### src/rtl/xeng_acc_ctrl.sv
// Integration controller for the X-engine output: windows/integrations, double-buffered
// accumulator controls and readout handshake. Optional bad-window count: XENG_ACC_CTRL_BADWIN_EN.
module xeng_acc_ctrl #(
    parameter int unsigned WORDS_PER_WIN = 2112,
    parameter int unsigned ADDR_WIDTH    = 12,
    parameter int unsigned MCNT_WIDTH    = 48,
    parameter int unsigned ACC_LEN_WIDTH = 32
) (
    input  logic                     clk,
    input  logic                     rst,
    input  logic                     arm,
    input  logic [ACC_LEN_WIDTH-1:0] acc_len,
    input  logic                     sync_in,
    input  logic                     vld_in,
    input  logic                     window_vld_in,
    input  logic [MCNT_WIDTH-1:0]    mcnt_in,
    input  logic                     dump_ack,
    output logic                     acc_we,
    output logic                     acc_first,
    output logic                     acc_last,
    output logic [ADDR_WIDTH-1:0]    acc_addr,
    output logic                     buf_sel,
    output logic                     dump_req,
    output logic                     dump_buf,
    output logic [MCNT_WIDTH-1:0]    dump_mcnt,
    output logic [15:0]              dump_bad_cnt,
    output logic [31:0]              int_cnt,
    output logic                     running,
    output logic                     overrun,
    output logic                     sync_err
);

    typedef enum logic [1:0] {StIdle, StArmed, StRun} state_e;

    localparam logic [ADDR_WIDTH-1:0] LastWord = ADDR_WIDTH'(WORDS_PER_WIN - 1);

    state_e state_q, state_d;

    logic [ADDR_WIDTH-1:0]    word_cnt_q;
    logic [ACC_LEN_WIDTH-1:0] win_cnt_q;
    logic [ACC_LEN_WIDTH-1:0] len_q;
    logic [MCNT_WIDTH-1:0]    pend_mcnt_q;
    logic                     dump_evt_q;

    logic                     acc_we_q, acc_first_q, acc_last_q;
    logic [ADDR_WIDTH-1:0]    acc_addr_q;
    logic                     buf_sel_q, dump_req_q, dump_buf_q;
    logic [MCNT_WIDTH-1:0]    dump_mcnt_q;
    logic [31:0]              int_cnt_q;
    logic                     overrun_q, sync_err_q;

    logic                     in_run, enter_run, resync, wr, win_end, int_end, dump_go;
    logic [ADDR_WIDTH-1:0]    word_eff;
    logic [ACC_LEN_WIDTH-1:0] win_eff, len_m1, acc_len_eff;

    always_comb begin
        state_d = state_q;
        unique case (state_q)
            StIdle:  if (arm) state_d = StArmed;
            StArmed: if (sync_in) state_d = StRun;
            StRun:   state_d = StRun;
            default: state_d = StIdle;
        endcase
    end

    always_ff @(posedge clk) begin
        if (rst) state_q <= StIdle;
        else     state_q <= state_d;
    end

    assign in_run      = (state_q == StRun);
    assign enter_run   = (state_q == StArmed) && sync_in;
    // A sync mid-window restarts counting; a coincident word becomes word 0 of window 0.
    assign resync      = in_run && sync_in && (word_cnt_q != '0);
    assign word_eff    = resync ? '0 : word_cnt_q;
    assign win_eff     = resync ? '0 : win_cnt_q;
    assign wr          = in_run && vld_in;
    assign len_m1      = len_q - ACC_LEN_WIDTH'(1);
    assign win_end     = (word_eff == LastWord);
    assign int_end     = win_end && (win_eff == len_m1);
    assign acc_len_eff = (acc_len == '0) ? ACC_LEN_WIDTH'(1) : acc_len;
    // Dump acts one cycle after the last write so buf_sel flips after that write lands.
    assign dump_go     = dump_evt_q && (!dump_req_q || dump_ack);

    always_ff @(posedge clk) begin
        if (rst) begin
            word_cnt_q  <= '0;
            win_cnt_q   <= '0;
            len_q       <= ACC_LEN_WIDTH'(1);
            pend_mcnt_q <= '0;
            dump_evt_q  <= 1'b0;
            acc_we_q    <= 1'b0;
            acc_first_q <= 1'b0;
            acc_last_q  <= 1'b0;
            acc_addr_q  <= '0;
            buf_sel_q   <= 1'b0;
            dump_req_q  <= 1'b0;
            dump_buf_q  <= 1'b0;
            dump_mcnt_q <= '0;
            int_cnt_q   <= '0;
            overrun_q   <= 1'b0;
            sync_err_q  <= 1'b0;
        end else begin
            acc_we_q   <= wr;
            dump_evt_q <= wr && int_end;

            if (enter_run) begin
                len_q      <= acc_len_eff;
                word_cnt_q <= '0;
                win_cnt_q  <= '0;
            end

            if (resync) begin
                sync_err_q <= 1'b1;
                word_cnt_q <= '0;
                win_cnt_q  <= '0;
            end

            if (wr) begin
                acc_addr_q  <= word_eff;
                acc_first_q <= (win_eff == '0);
                acc_last_q  <= (win_eff == len_m1);
                if ((win_eff == '0) && (word_eff == '0)) pend_mcnt_q <= mcnt_in;
                if (win_end) begin
                    word_cnt_q <= '0;
                    if (int_end) begin
                        win_cnt_q <= '0;
                        len_q     <= acc_len_eff;
                    end else begin
                        win_cnt_q <= win_eff + ACC_LEN_WIDTH'(1);
                    end
                end else begin
                    word_cnt_q <= word_eff + ADDR_WIDTH'(1);
                end
            end

            if (dump_evt_q) begin
                if (dump_go) begin
                    dump_req_q  <= 1'b1;
                    dump_buf_q  <= buf_sel_q;
                    dump_mcnt_q <= pend_mcnt_q;
                    buf_sel_q   <= ~buf_sel_q;
                    int_cnt_q   <= int_cnt_q + 32'd1;
                end else begin
                    overrun_q <= 1'b1;
                end
            end else if (dump_ack) begin
                dump_req_q <= 1'b0;
            end
        end
    end

`ifdef XENG_ACC_CTRL_BADWIN_EN
    logic [15:0] bad_cnt_q, dump_bad_cnt_q;

    always_ff @(posedge clk) begin
        if (rst) begin
            bad_cnt_q      <= '0;
            dump_bad_cnt_q <= '0;
        end else begin
            if (wr && (word_eff == '0)) begin
                if (win_eff == '0)                       bad_cnt_q <= {15'd0, ~window_vld_in};
                else if (!window_vld_in && (bad_cnt_q != 16'hFFFF)) bad_cnt_q <= bad_cnt_q + 16'd1;
            end
            if (dump_go) dump_bad_cnt_q <= bad_cnt_q;
        end
    end

    assign dump_bad_cnt = dump_bad_cnt_q;
`else
    logic unused_window_vld;
    assign unused_window_vld = window_vld_in;
    assign dump_bad_cnt      = '0;
`endif

    assign acc_we    = acc_we_q;
    assign acc_first = acc_first_q;
    assign acc_last  = acc_last_q;
    assign acc_addr  = acc_addr_q;
    assign buf_sel   = buf_sel_q;
    assign dump_req  = dump_req_q;
    assign dump_buf  = dump_buf_q;
    assign dump_mcnt = dump_mcnt_q;
    assign int_cnt   = int_cnt_q;
    assign running   = in_run;
    assign overrun   = overrun_q;
    assign sync_err  = sync_err_q;

endmodule

### config.mk
export PLATFORM = sky130hd
export DESIGN_NAME = xeng_acc_ctrl
export DESIGN_NICKNAME = d
export VERILOG_FILES = /design/src/rtl/xeng_acc_ctrl.sv
export SDC_FILE = /design/constraint.sdc
export NUM_CORES = 1
export LEC_CHECK = 0
export BUFFER_PORTS_ARGS = -buffer_cell sky130_fd_sc_hd__buf_2
export CORE_ASPECT_RATIO = 1.75
export CORE_MARGIN = 2
export CORE_UTILIZATION = 45
export CTS_BUF_LIST = sky130_fd_sc_hd__clkbuf_2
export DETAILED_ROUTE_END_ITERATION = 6
export PLACE_DENSITY = 0.71
export SLEW_MARGIN = 20
export SYNTH_ARGS = -nofsm -noshare
export SYNTH_HDL_FRONTEND = slang
export SYNTH_SLANG_ARGS = --single-unit
### constraint.sdc
create_clock -name clk -period 12.5 [get_ports clk]
set_clock_uncertainty 0.2 [all_clocks]
set_input_delay 2.5 -clock clk [delete_from_list [all_inputs] [get_ports clk]]
set_output_delay 2.5 -clock clk [all_outputs]
set_load 0.005 [all_outputs]
==> Word level (Yosys, flattened, before mapping) <==
Cells that the tools add are included.
Widths: inputs -> output; s select.
{ "totals": {"input_bits": 87, "ff_bits": 227} }
{ "op_classes": {"addsub": 4, "n_eq_ne": 7, "n_reduce_logical": 22, "muxes": 22, "bitwise": 2} }
{ "op_table": {"columns": ["operator", "n"], "rows": [
  ["$mux 32", 11],
  ["$add 32x1->32 const B", 2],
  ["$logic_not 32->1", 2],
  ["$mux 12", 5],
  ["$eq 32x32->1", 1],
  ["$sub 32x1->32 const B", 1],
  ["$add 12x1->12 const B", 1],
  ["$eq 12x12->1 const B", 1],
  ["$logic_not 12->1", 1],
  ["$reduce_bool 12->1", 1],
  ["$reduce_and 2->1", 5],
  ["$logic_and 1x1->1", 8],
  ["$pmux 2 s3", 1],
  ["$mux 2", 2],
  ["$ne 2x2->1 const B", 2],
  ["$mux 1", 3],
  ["$reduce_bool 3->1", 1],
  ["$eq 2x1->1 const B", 1],
  ["$eq 2x2->1 const B", 1],
  ["$logic_not 2->1", 1],
  ["$ne 2x1->1 const B", 1],
  ["$not 1->1", 2],
  ["$reduce_bool 2->1", 1],
  ["$logic_not 1->1", 1],
  ["$logic_or 1x1->1", 1]
]} }

==> Logic depth before layout (Yosys ltp) <==
{ "logic_depth": {"word_depth": 9, "ltp_mapped": 18, "ltp_nobuf": 14} }

==> Worst setup path before layout <==
OpenSTA, ideal clock, no wires.
{ "synth_timing": {"path_kind": "input to register", "startpoint": "in sync_in", "endpoint": "reg win_cnt_q[22]", "setup_ps": 62, "arrival_ps": 5755, "setup_slack_ps": 6483, "cell_stages": 15, "required_ps": 12238, "path_buffers": 4, "cell_sequence": "nand2_1 -> a21o_1 -> clkbuf_1 -> clkbuf_1 -> clkbuf_1 -> nand2_1 -> inv_1 -> ha_1 -> nand3_1 -> or4_1 -> clkbuf_1 -> nor3_2 -> nand2_1 -> or4_1 -> nand3_1"} }
{ "synth_via": {"elab_chain_len": 8, "elab_cells_between_ends": 14, "cone_classes": "add/sub: 1; eq/ne: 2; mux: 7; reduce/logical: 4"} }
{ "synth_rtl": {"columns": ["element", "line_no", "source"], "rows": [
  ["start: declaration", "13", "input logic sync_in,"],
  ["parallel branches: the longest is 7 deep, another holds $add 32x1->32", null, null],
  ["$mux 32 (*)", "119", "if (wr) begin"],
  ["end signal: assignment", "130", "win_cnt_q <= win_eff + ACC_LEN_WIDTH'(1);"],
  ["end: declaration", "40", "logic [ACC_LEN_WIDTH-1:0] win_cnt_q;"]
]} }
Mark *: on every way between the ends.
A chain may end at the register's enable or synchronous reset.

==> Worst setup path in the final report <==
Ends and elaborated chain as after synthesis.

==> results.sh <==
export IMPL_outcome="finished clean"
export IMPL_critical_path_maximum_fanout=31
export IMPL_layout_cell_area_non_filler_sq_mm=0.0128
export IMPL_syn_area_sq_mm=0.0114
export IMPL_critical_path_endpoint_type="flip-flop"
export IMPL_cts_buffer_count=50
export IMPL_crit_path_cell_trace="buf_2, nand2_1, a21oi_2, buf_4, or4_1, or4_1, nor3_2, nand2_1, or4_1, nand3_1"
export IMPL_count_of_fill_cells_added_during_filler_insertion=2477
export IMPL_leakage_nw=5.67
export IMPL_gpl_final_weighted_congestion=0.942
export IMPL_synth_ff_type="sky130_fd_sc_hd__dfxtp_1"
export IMPL_routed_via_count=10600
export IMPL_maxCapViolations=0
export IMPL_yosys_warnings=0
export IMPL_clock_path_buffers=3
export IMPL_max_clock_freq_mhz=178
export IMPL_clock_tree_from_tritoncts="yes"
export IMPL_timing_worst_setup_path_type="in2reg"
export IMPL_timing_critical_path_buf_inv=2
export IMPL_wire_length_of_the_first_global_routing_pass_um=51200
export IMPL_drt_vias_per_instance=5.53
export IMPL_synth_area_leaders="sky130_fd_sc_hd__dfxtp_1 (40%), sky130_fd_sc_hd__mux2i_1 (7.4%), sky130_fd_sc_hd__nand2_1 (6.7%)"
export IMPL_number_of_antenna_violations_at_the_first_check_in_global_routing=2
export IMPL_postLayoutCoreUtil=0.512
export IMPL_vdd_drop_max_v=0.0000894
export IMPL_dieHeight_um=215
export IMPL_synth_seq_cells=227
export IMPL_floorplan_die_area_sq_mm=0.0267
export IMPL_pre_cts_slack_ns=6.14
export IMPL_synth_top_cell_by_area="sky130_fd_sc_hd__dfxtp_1"
export IMPL_setup_tns_final_ns=0
export IMPL_cts_resized_gates=0
export IMPL_area_growth_synth_to_final_pct=12.5
export IMPL_core_area_sq_mm=0.0250
export IMPL_synth_top_cell_area_share=0.399
export IMPL_worst_endpoint_arrival_ns=6.17
export IMPL_clkSlewWorstSetupHoldPaths_ns=0.12
export IMPL_fin_total_pwr_mw=1.43
export IMPL_cp_slowest_stage_delay_ns=0.65
export IMPL_vias_in_the_first_global_route=10500
export IMPL_final_hold_viol_count=0
export IMPL_worst_slew_pin_transition_ns=0.945
export IMPL_layout_nets=1664
export IMPL_placedInstanceArea_sq_mm=0.0124
export IMPL_fin_ws_ns=6.89
export IMPL_starting_density_of_the_core=0.455
export IMPL_worst_path_max_delay_cell="sky130_fd_sc_hd__or4_1"
export IMPL_min_period_over_period=0.449
export IMPL_track_usage=0.228
export IMPL_detailed_place_hpwl_um=21800
export IMPL_postCtsSetupBuffers=0
export IMPL_netlist_top_cells_count="sky130_fd_sc_hd__dfxtp_1 (227), sky130_fd_sc_hd__nand2_1 (205), sky130_fd_sc_hd__nor2_1 (141), sky130_fd_sc_hd__a21oi_1 (101), sky130_fd_sc_hd__nand3_1 (85)"
export IMPL_drt_antenna_violating_nets=0
export IMPL_unrepaired_setup_endpoints_after_global_routing="no"
export IMPL_top_level_ports=204
export IMPL_power_density_mw_per_mm2=112
export IMPL_wl_um=30900
export IMPL_critical_path_top_delay_family="simple AND/OR/NAND/NOR gates"
export IMPL_multi_input_area_sq_mm=0.00633
export IMPL_async_reset_ff_frac=0
export IMPL_synthesis_instances=1413
export IMPL_drive_gt1_frac=0.185
export IMPL_hp_class="reg2reg"
export IMPL_avgSynthCellArea_sq_um=8.07
export IMPL_critical_path_top_cell_by_count="sky130_fd_sc_hd__or4_1"
export IMPL_die_w_um=124
export IMPL_remaining_drc_errors=0
export IMPL_critPathRequiredTime_ns=13.05
export IMPL_routed_wirelength_normalized_by_instance_count_um=16.1
export IMPL_worst_slew_margin_relative_to_its_limit=0.365
export IMPL_number_of_sinks_on_the_clock_net=227
export IMPL_synth_edff_count=0
export IMPL_port_buffers=186
export IMPL_drt_pass1_iterations=6
export IMPL_drv_slew=0
export IMPL_cts_hold_buffers_added=0
export IMPL_clk_latency_ns=0.87
export IMPL_grt_max_degree=117
export IMPL_yosysSeqAreaShare=0.399
export IMPL_initialDrtViolationCount=747
export IMPL_rows=77
export IMPL_critical_path_startpoint_type="input port"
export IMPL_yosys_cell_types_count=77
export IMPL_root_buffer="sky130_fd_sc_hd__clkbuf_2"
export IMPL_grt_overflow=0
export IMPL_h_tree_depth=2
export IMPL_most_instantiated_library_cell_after_synthesis="sky130_fd_sc_hd__dfxtp_1"
export IMPL_final_setup_viol_count=0
export IMPL_ff_latch_area_sq_mm=0.00454
export IMPL_timing_final_crit_period_ns=5.61
==> tightest hold or removal path, delay by kind of cell (launching register included) <==
kind,cells,cell delay (ns)
AO/OA/AOI/OAI,1,0.05
flip-flops,1,0.33
AND/OR/NAND/NOR,1,0.05
==> logic make-up (layout without fill, tap and decap cells) <==
family,Yosys count,count (layout),share of synthesized area
xor+xnor,58,58,0.0518
buf+inv,131,306,0.0528
mux,86,86,0.0757
other cells,1,17,0.000329
compound gates,218,218,0.115
simple gates,683,683,0.296
fa+ha+maj,9,9,0.00988
flops,227,227,0.399
==> path summary, 6_finish.rpt <==
check,from,to,slack (ns),depth (start not counted)
setup / recovery,sync_in,win_cnt_q[22],6.89,10
hold / removal,pend_mcnt_q[19],dump_mcnt[19],0.24,2
setup reg to reg,len_q[0],win_cnt_q[2],7.70,13
hold reg to reg,pend_mcnt_q[19],dump_mcnt[19],0.24,2
==> stage by stage <==
step           hold slack [ns]  cells
6_report                 0.240   1920
2_1_floorplan            0.232   1428
3_5_place_dp             0.245   1832
4_1_cts                  0.236   1919
5_1_grt                  0.254   1920
3_3_place_gp             0.236   1832
==> power breakdown <==
group / internal, mW / leakage [nW] / switching [mW]
Combinational: 0.0858 / 3.48 / 0.119
Sequential: 0.738 / 1.83 / 0.0171
Clock: 0.183 / 0.358 / 0.290
Total: 1.01 / 5.67 / 0.426
==> sequential cells by signal, summed over array words and instances, names as in the netlist, 2 cells and up <==
name         cells
acc_addr        12
pend_mcnt_q     48
word_cnt_q      12
int_cnt         32
len_q           32
state_q          2
win_cnt_q       32
dump_mcnt       48
==> area by class of cell <==
class,instances,share of cell area
Clock inverter,11,0.00634
Timing Repair Buffer,196,0.0789
Multi-Input combinational cell,1070,0.493
Sequential cell,227,0.354
Inverter,23,0.00673
Antenna cell,1,0.000195
Tap cell,316,0.0308
Clock buffer,76,0.0296
==> layout by cell type (no fill, tap or decap), types with 27 or more instances in the layout <==
cell type                  synthesis  routed
sky130_fd_sc_hd__nor2_1          141     141
sky130_fd_sc_hd__mux2i_1          84      84
sky130_fd_sc_hd__dfxtp_1         227     227
sky130_fd_sc_hd__o21ai_0          31      31
sky130_fd_sc_hd__clkbuf_2          0      76
sky130_fd_sc_hd__nor4_1           31      31
sky130_fd_sc_hd__nand2_1         205     205
sky130_fd_sc_hd__nand3_1          85      85
sky130_fd_sc_hd__buf_2             1     185
sky130_fd_sc_hd__nand2b_1         69      69
sky130_fd_sc_hd__xor2_1           27      27
sky130_fd_sc_hd__a21oi_1         101      99
==> routing by layer <==
metal,GRT usage,vias up,part of all wire
li1,-,5208,-
met1,0.232,4961,0.36
met2,0.416,353,0.52
met3,0.0624,92,0.069
met4,0.130,0,0.050
met5,0,-,0
Note: power is estimated with default switching activity, not from simulation.
